==> config.mk <==
export PLATFORM = sky130hd
export DESIGN_NAME = clock_pll_sequencer_flat
export DESIGN_NICKNAME = d
export VERILOG_FILES = /design/src/rtl/clock_pll_sequencer_pkg.sv /design/src/rtl/clock_pll_sequencer_if.sv /design/src/rtl/clock_pll_sequencer_sync_2ff.sv /design/src/rtl/clock_pll_sequencer.sv /design/src/flat_wrapper.sv
export SDC_FILE = /design/constraint.sdc
export NUM_CORES = 1
export LEC_CHECK = 0
export BUFFER_PORTS_ARGS = -buffer_cell sky130_fd_sc_hd__buf_2
export CORE_ASPECT_RATIO = 1.4
export CORE_MARGIN = 4
export CORE_UTILIZATION = 48
export DETAILED_ROUTE_END_ITERATION = 12
export HOLD_SLACK_MARGIN = 0.05
export PLACE_DENSITY = 0.67
export SLEW_MARGIN = 20
export SYNTH_ARGS = -nofsm -noshare
export SYNTH_HDL_FRONTEND = slang
export SYNTH_SLANG_ARGS = --single-unit
==> constraint.sdc <==
create_clock -name clk_i -period 2.4 [get_ports clk_i]
set_input_delay 0.6 -clock clk_i [delete_from_list [all_inputs] [get_ports clk_i]]
set_output_delay 0.6 -clock clk_i [all_outputs]
set_load 0.03 [all_outputs]
==> src/rtl/clock_pll_sequencer_pkg.sv <==
// Shared types and constants for the MMCM power-up / recovery sequencer.
package clock_pll_sequencer_pkg;

  typedef enum logic [2:0] {
    ST_RESET     = 3'd0,
    ST_WAIT_LOCK = 3'd1,
    ST_STABLE    = 3'd2,
    ST_RUN       = 3'd3,
    ST_FAILED    = 3'd4,
    ST_PWRDN     = 3'd5
  } state_t;

  function automatic int max3(input int a, input int b, input int c);
    int m;
    m = (a > b) ? a : b;
    m = (m > c) ? m : c;
    return m;
  endfunction

endpackage

==> src/rtl/clock_pll_sequencer_if.sv <==
// MMCM control/status bundle between the sequencer (slave) and its environment (master).
interface clock_pll_sequencer_if #(
  parameter int RETRY_W = 2
);

  logic               pll_lock_i;
  logic               restart_i;
  logic               pwrdwn_req_i;
  logic               pll_rst_o;
  logic               pll_pwrdwn_o;
  logic               ready_o;
  logic               fail_o;
  logic               lock_lost_o;
  logic [RETRY_W-1:0] retry_cnt_o;
  logic [2:0]         state_o;

  modport master (
    output pll_lock_i,
    output restart_i,
    output pwrdwn_req_i,
    input  pll_rst_o,
    input  pll_pwrdwn_o,
    input  ready_o,
    input  fail_o,
    input  lock_lost_o,
    input  retry_cnt_o,
    input  state_o
  );

  modport slave (
    input  pll_lock_i,
    input  restart_i,
    input  pwrdwn_req_i,
    output pll_rst_o,
    output pll_pwrdwn_o,
    output ready_o,
    output fail_o,
    output lock_lost_o,
    output retry_cnt_o,
    output state_o
  );

endinterface

==> src/rtl/clock_pll_sequencer_sync_2ff.sv <==
// Generic single-bit two-flop synchronizer, both flops reset to 0.
module sync_2ff (
  input  logic clk_i,
  input  logic rst_i,
  input  logic d_i,
  output logic q_o
);

  logic meta_q;
  logic sync_q;

  // two-stage capture of the asynchronous input
  always_ff @(posedge clk_i or negedge rst_i) begin
    if (!rst_i) begin
      meta_q <= 1'b0;
      sync_q <= 1'b0;
    end else begin
      meta_q <= d_i;
      sync_q <= meta_q;
    end
  end

  assign q_o = sync_q;

endmodule

==> src/rtl/clock_pll_sequencer.sv <==
// Sequences MMCM reset/power-down, qualifies LOCKED with a stability window,
// retries on timeout or lock loss and parks in a sticky failed state.
module clock_pll_sequencer
  import clock_pll_sequencer_pkg::*;
#(
  parameter int RST_CYCLES    = 8,
  parameter int LOCK_TIMEOUT  = 4096,
  parameter int STABLE_CYCLES = 64,
  parameter int MAX_RETRIES   = 3
) (
  input logic                  clk_i,
  input logic                  rst_i,
  clock_pll_sequencer_if.slave bus
);

  localparam int CNT_W   = $clog2(max3(RST_CYCLES, LOCK_TIMEOUT, STABLE_CYCLES) + 1);
  localparam int RETRY_W = (MAX_RETRIES > 0) ? $clog2(MAX_RETRIES + 1) : 1;

  localparam logic [CNT_W-1:0]   RST_LAST    = CNT_W'(RST_CYCLES - 1);
  localparam logic [CNT_W-1:0]   LOCK_LAST   = CNT_W'(LOCK_TIMEOUT - 1);
  localparam logic [CNT_W-1:0]   STABLE_LAST = CNT_W'(STABLE_CYCLES - 1);
  localparam logic [CNT_W-1:0]   CNT_SAT     = {CNT_W{1'b1}};
  localparam logic [RETRY_W-1:0] RETRY_MAX   = RETRY_W'(MAX_RETRIES);

  logic               lock_s;
  state_t             state_q, state_d;
  logic [CNT_W-1:0]   cnt_q, cnt_d;
  logic [RETRY_W-1:0] retry_q, retry_d;
  logic               fail_q, fail_d;
  logic               lost_q, lost_d;
  logic               pll_rst_q, pll_rst_d;
  logic               pwrdwn_q, pwrdwn_d;
  logic               ready_q, ready_d;

  logic               seq_restart;
  logic               at_max;
  state_t             fail_tgt;
  logic [RETRY_W-1:0] retry_inc;

  sync_2ff u_lock_sync (
    .clk_i (clk_i),
    .rst_i (rst_i),
    .d_i   (bus.pll_lock_i),
    .q_o   (lock_s)
  );

  // Failure event outcome: either another attempt or the parked FAILED state.
  assign at_max    = (retry_q == RETRY_MAX);
  assign fail_tgt  = at_max ? ST_FAILED : ST_RESET;
  assign retry_inc = at_max ? retry_q : (retry_q + RETRY_W'(1));

  // next-state, counter and registered-output decode
  always_comb begin
    state_d     = state_q;
    retry_d     = retry_q;
    fail_d      = fail_q;
    lost_d      = lost_q;
    seq_restart = 1'b0;

    if (bus.pwrdwn_req_i) begin
      state_d = ST_PWRDN;
    end else if (bus.restart_i) begin
      state_d     = ST_RESET;
      seq_restart = 1'b1;
      retry_d     = {RETRY_W{1'b0}};
      fail_d      = 1'b0;
      lost_d      = 1'b0;
    end else begin
      case (state_q)
        ST_RESET: begin
          if (cnt_q == RST_LAST) begin
            state_d = ST_WAIT_LOCK;
          end else begin
            state_d = ST_RESET;
          end
        end
        ST_WAIT_LOCK: begin
          if (lock_s) begin
            state_d = ST_STABLE;
          end else if (cnt_q == LOCK_LAST) begin
            state_d = fail_tgt;
            retry_d = retry_inc;
            fail_d  = fail_q | at_max;
          end else begin
            state_d = ST_WAIT_LOCK;
          end
        end
        ST_STABLE: begin
          if (!lock_s) begin
            state_d = ST_WAIT_LOCK;
          end else if (cnt_q == STABLE_LAST) begin
            state_d = ST_RUN;
          end else begin
            state_d = ST_STABLE;
          end
        end
        ST_RUN: begin
          if (!lock_s) begin
            state_d = fail_tgt;
            retry_d = retry_inc;
            fail_d  = fail_q | at_max;
            lost_d  = 1'b1;
          end else begin
            state_d = ST_RUN;
          end
        end
        ST_FAILED: begin
          state_d = ST_FAILED;
        end
        ST_PWRDN: begin
          // only reached with the request already low: leave with a clean slate
          state_d     = ST_RESET;
          seq_restart = 1'b1;
          retry_d     = {RETRY_W{1'b0}};
          fail_d      = 1'b0;
          lost_d      = 1'b0;
        end
        default: begin
          state_d = ST_RESET;
        end
      endcase
    end

    cnt_d = (seq_restart || (state_d != state_q)) ? {CNT_W{1'b0}}
          : ((cnt_q == CNT_SAT) ? cnt_q : (cnt_q + CNT_W'(1)));

    pll_rst_d = (state_d == ST_RESET) || (state_d == ST_FAILED) || (state_d == ST_PWRDN);
    pwrdwn_d  = (state_d == ST_PWRDN);
    ready_d   = (state_d == ST_RUN);
  end

  // state, counter, flags and output registers
  always_ff @(posedge clk_i or negedge rst_i) begin
    if (!rst_i) begin
      state_q   <= ST_RESET;
      cnt_q     <= {CNT_W{1'b0}};
      retry_q   <= {RETRY_W{1'b0}};
      fail_q    <= 1'b0;
      lost_q    <= 1'b0;
      pll_rst_q <= 1'b1;
      pwrdwn_q  <= 1'b0;
      ready_q   <= 1'b0;
    end else begin
      state_q   <= state_d;
      cnt_q     <= cnt_d;
      retry_q   <= retry_d;
      fail_q    <= fail_d;
      lost_q    <= lost_d;
      pll_rst_q <= pll_rst_d;
      pwrdwn_q  <= pwrdwn_d;
      ready_q   <= ready_d;
    end
  end

  assign bus.pll_rst_o    = pll_rst_q;
  assign bus.pll_pwrdwn_o = pwrdwn_q;
  assign bus.ready_o      = ready_q;
  assign bus.fail_o       = fail_q;
  assign bus.lock_lost_o  = lost_q;
  assign bus.retry_cnt_o  = retry_q;
  assign bus.state_o      = state_q;

endmodule

==> src/flat_wrapper.sv <==
// flat-port wrapper written by rule: the top's interface ports become plain ports
module clock_pll_sequencer_flat import clock_pll_sequencer_pkg::*;
#(
  parameter int RST_CYCLES    = 8,
  parameter int LOCK_TIMEOUT  = 4096,
  parameter int STABLE_CYCLES = 64,
  parameter int MAX_RETRIES   = 3
)
  (clk_i, rst_i, bus_pll_lock_i, bus_restart_i, bus_pwrdwn_req_i, bus_pll_rst_o, bus_pll_pwrdwn_o, bus_ready_o, bus_fail_o, bus_lock_lost_o, bus_retry_cnt_o, bus_state_o);
  clock_pll_sequencer_if #(.RETRY_W(2)) bus_i ();
  input logic clk_i;
  input logic rst_i;
  input wire logic [$bits(bus_i.pll_lock_i)-1:0] bus_pll_lock_i;
  input wire logic [$bits(bus_i.restart_i)-1:0] bus_restart_i;
  input wire logic [$bits(bus_i.pwrdwn_req_i)-1:0] bus_pwrdwn_req_i;
  output wire logic [$bits(bus_i.pll_rst_o)-1:0] bus_pll_rst_o;
  output wire logic [$bits(bus_i.pll_pwrdwn_o)-1:0] bus_pll_pwrdwn_o;
  output wire logic [$bits(bus_i.ready_o)-1:0] bus_ready_o;
  output wire logic [$bits(bus_i.fail_o)-1:0] bus_fail_o;
  output wire logic [$bits(bus_i.lock_lost_o)-1:0] bus_lock_lost_o;
  output wire logic [$bits(bus_i.retry_cnt_o)-1:0] bus_retry_cnt_o;
  output wire logic [$bits(bus_i.state_o)-1:0] bus_state_o;
  assign bus_i.pll_lock_i = bus_pll_lock_i;
  assign bus_i.restart_i = bus_restart_i;
  assign bus_i.pwrdwn_req_i = bus_pwrdwn_req_i;
  assign bus_pll_rst_o = bus_i.pll_rst_o;
  assign bus_pll_pwrdwn_o = bus_i.pll_pwrdwn_o;
  assign bus_ready_o = bus_i.ready_o;
  assign bus_fail_o = bus_i.fail_o;
  assign bus_lock_lost_o = bus_i.lock_lost_o;
  assign bus_retry_cnt_o = bus_i.retry_cnt_o;
  assign bus_state_o = bus_i.state_o;
  clock_pll_sequencer #(.RST_CYCLES(RST_CYCLES), .LOCK_TIMEOUT(LOCK_TIMEOUT), .STABLE_CYCLES(STABLE_CYCLES), .MAX_RETRIES(MAX_RETRIES)) u_core (.clk_i(clk_i), .rst_i(rst_i), .bus(bus_i));
endmodule
==> flow_metrics.tcl <==
set metrics [dict create \
    critPathCaptureType "register" \
    synth_warnings 0 \
    place_ws_ns -0.0390 \
    nNetsFinal 169 \
    fmax_mhz 445 \
    synth_edf_count 0 \
    n_antenna_cell 0 \
    grt.total_usage_pct 16.7 \
    cts_tree "yes" \
    cts_buffers 3 \
    yosysTopAreaCellShare_pct 39.5 \
    core_um2 2960 \
    critPathKind "register to register" \
    drtAntennaViolNets 0 \
    wl_um 3260 \
    seq_area_frac_synth_pct 41.3 \
    yosys_most_used_dff "dfrtp_1" \
    synth_area_um2 1520 \
    clk_latency_ns 0.27 \
    syn_area_per_cell_um2 10.8 \
    yosysTopAreaCell "dfrtp_1" \
    htree_levels 1 \
    grt_pass1_wl_um 5460 \
    areaGrowthSynthToFinish_pct 11.8 \
    route.detailed.drc 0 \
    cellPowerDensity_nw_per_um2 462 \
    hp-class "primary input to async pin" \
    clock-root-buffer "clkbuf_8" \
    cap_violations 0 \
    hold_viol_final 0 \
    rows 23 \
    drt_iter0_markers 59 \
    die-area_um2 4140 \
    die_h_um 74.6 \
    cp-start-kind "register" \
    crit_fanout 6 \
    start_util_pct 51.2 \
    grt_antenna_before_repair 0 \
    cts_sinks 25 \
    grt_max_degree 26 \
    ios 15 \
    drv_slew 0 \
    yosys.cell_count.top_type "dfrtp_1" \
    clockBufferDepth 2 \
    die_w_um 55.5 \
    vias_per_cell 6.09 \
    io_buffers 14 \
    arrival_ns 2.45 \
    vias 1206 \
    period_share_pct 93.7 \
    synthArstFlopShare_pct 100 \
    syn_inst 140 \
    post-route-util_pct 57.3 \
    cp.required_ns 2.60 \
    syn-num-nets 147 \
    first_pass_iters 4 \
    setup_viol 0 \
    maxSlewHeadroom_pct 54.0 \
    run_status "completed" \
    wire_per_inst_um 16.5 \
    p_leak_nw 0.733 \
    drive_above_1_share_pct 37.9 \
    rsz0062_at_grt "no" \
    max_slew.worst_pin.slew_ns 0.691 \
    finClkSkew_ns 0.00467 \
    yosysUniqueCellTypes 51 \
    grt.overflow.total 0 \
    grt_pass1_vias 1187 \
    synth_common_cells "dfrtp_1 (24), a21oi_2 (10), nand3_1 (7), nor2_1 (7)" \
    peakVddDrop_v 0.000353 \
    ys_ff_latch 25 \
    place_congestion 0.817 \
    fin_ws_ns 0.151 \
    clk_pin_slew_ns 0.09 \
    ff2ff_setup_slack_ns 0.15 \
    synth_area_leaders "dfrtp_1 (40%), a21oi_2 (5.8%), buf_6 (3.7%)" \
    min_period_ns 2.25 \
    dp_hpwl_um 2340 \
]
-- path summary, 6_finish.rpt --
check	start	end	depth (start not counted)
max	u_core.cnt_q[1]	u_core.cnt_q[5]	8
min	rst_i	u_core.bus.ready_o	1
max reg2reg	u_core.cnt_q[1]	u_core.cnt_q[5]	8
min reg2reg	u_core.u_lock_sync.meta_q	u_core.u_lock_sync.q_o	0
max in group asynchronous	rst_i	u_core.cnt_q[4]	1
min in group clk_i	u_core.u_lock_sync.meta_q	u_core.u_lock_sync.q_o	0
-- logic make-up (layout without fill, tap and decap cells) --
| group | after synthesis | count (layout) | synth area share, % |
|---|---|---|---|
| DFF | 25 | 25 | 41.3 |
| xor gates and xnor gates | 7 | 7 | 4.04 |
| buffers and inverters | 15 | 36 | 8.15 |
| and+or+nand+nor | 50 | 50 | 21.7 |
| AOI/OAI and AO/OA | 38 | 38 | 21.3 |
| muxes | 3 | 3 | 1.98 |
| adders and majority gates | 2 | 2 | 1.65 |
-- cell usage in the layout, fill, tap and decap left out, types with 2 or more instances in the layout --
cell      Yosys  routed
a221oi_2      2       2
dfrtp_1      24      24
nand4_1       2       2
ha_1          2       2
a31oi_1       4       4
o21ai_0       5       5
nor4_1        4       4
nand2_1       5       5
and3_1        2       2
or4_4         2       2
nor2_1        7       7
inv_1         4       4
buf_4         1      13
xor2_1        4       4
and4_1        2       2
nand3_1       7       7
clkbuf_8      1       3
buf_2         0      14
a21oi_1       4       4
a41oi_1       3       3
xnor2_1       3       3
mux2i_1       3       3
and3_2        3       3
and4_2        3       3
a21oi_2      10      10
-- area by class of cell --
| type | instances | area, um2 |
|---|---|---|
| fillers | 261 | 1270 |
| multi-input cells | 100 | 777 |
| flip-flops and latches | 25 | 627 |
| repair buffers | 28 | 188 |
| well taps | 37 | 46.3 |
| clock buffers | 4 | 45.0 |
| inverters | 4 | 15.0 |
-- sequential cells by signal, indices dropped and copies added (netlist names) --
register / flops
u_core.bus.fail_o: 1
u_core.bus.lock_lost_o: 1
u_core.bus.pll_pwrdwn_o: 1
u_core.bus.pll_rst_o: 1
u_core.bus.ready_o: 1
u_core.bus.retry_cnt_o: 2
u_core.bus.state_o: 3
u_core.cnt_q: 13
u_core.u_lock_sync.meta_q: 1
u_core.u_lock_sync.q_o: 1
-- critical path, cell delays in order (launching register included) --
cell	delay (ns)
dfrtp_1	0.40
ha_1	0.24
nand3_1	0.14
nor2_2	0.20
a31oi_4	0.13
buf_4	0.16
or4_4	0.60
buf_4	0.19
a21oi_2	0.13
-- through the flow --
stage	total power, mW	setup TNS (ns)	cells	area (um2)	hold slack [ns]
after global routing	0.822	0	198	1700	0.364
after floorplan	0.509	0	140	1520	0.304
after global placement	0.532	0	191	1610	0.335
after detailed placement	0.537	-0.145	191	1610	0.340
after CTS	0.788	0	195	1660	0.331
final	0.784	0	198	1700	0.313
-- report_power, final --
part | switching [mW] | internal, mW
combinational | 0.0593 | 0.0358
sequential | 0.0110 | 0.430
clock | 0.130 | 0.119
total | 0.200 | 0.584
-- layer usage --
metal / track usage [%] / share of wire [%]
met5: 0 / 0
met4: 6.76 / 1.3
met3: 2.60 / 3.9
met2: 31.7 / 53
met1: 18.6 / 42
-- timing repair --
item / CTS / global route
setup buffers: 0 / 3
gates resized for setup: 1 / 0
hold buffers: 0 / 0
pin swaps: 0 / 1
endpoints found under the setup margin: 4 / 2
(Power assumes the default switching activity.)
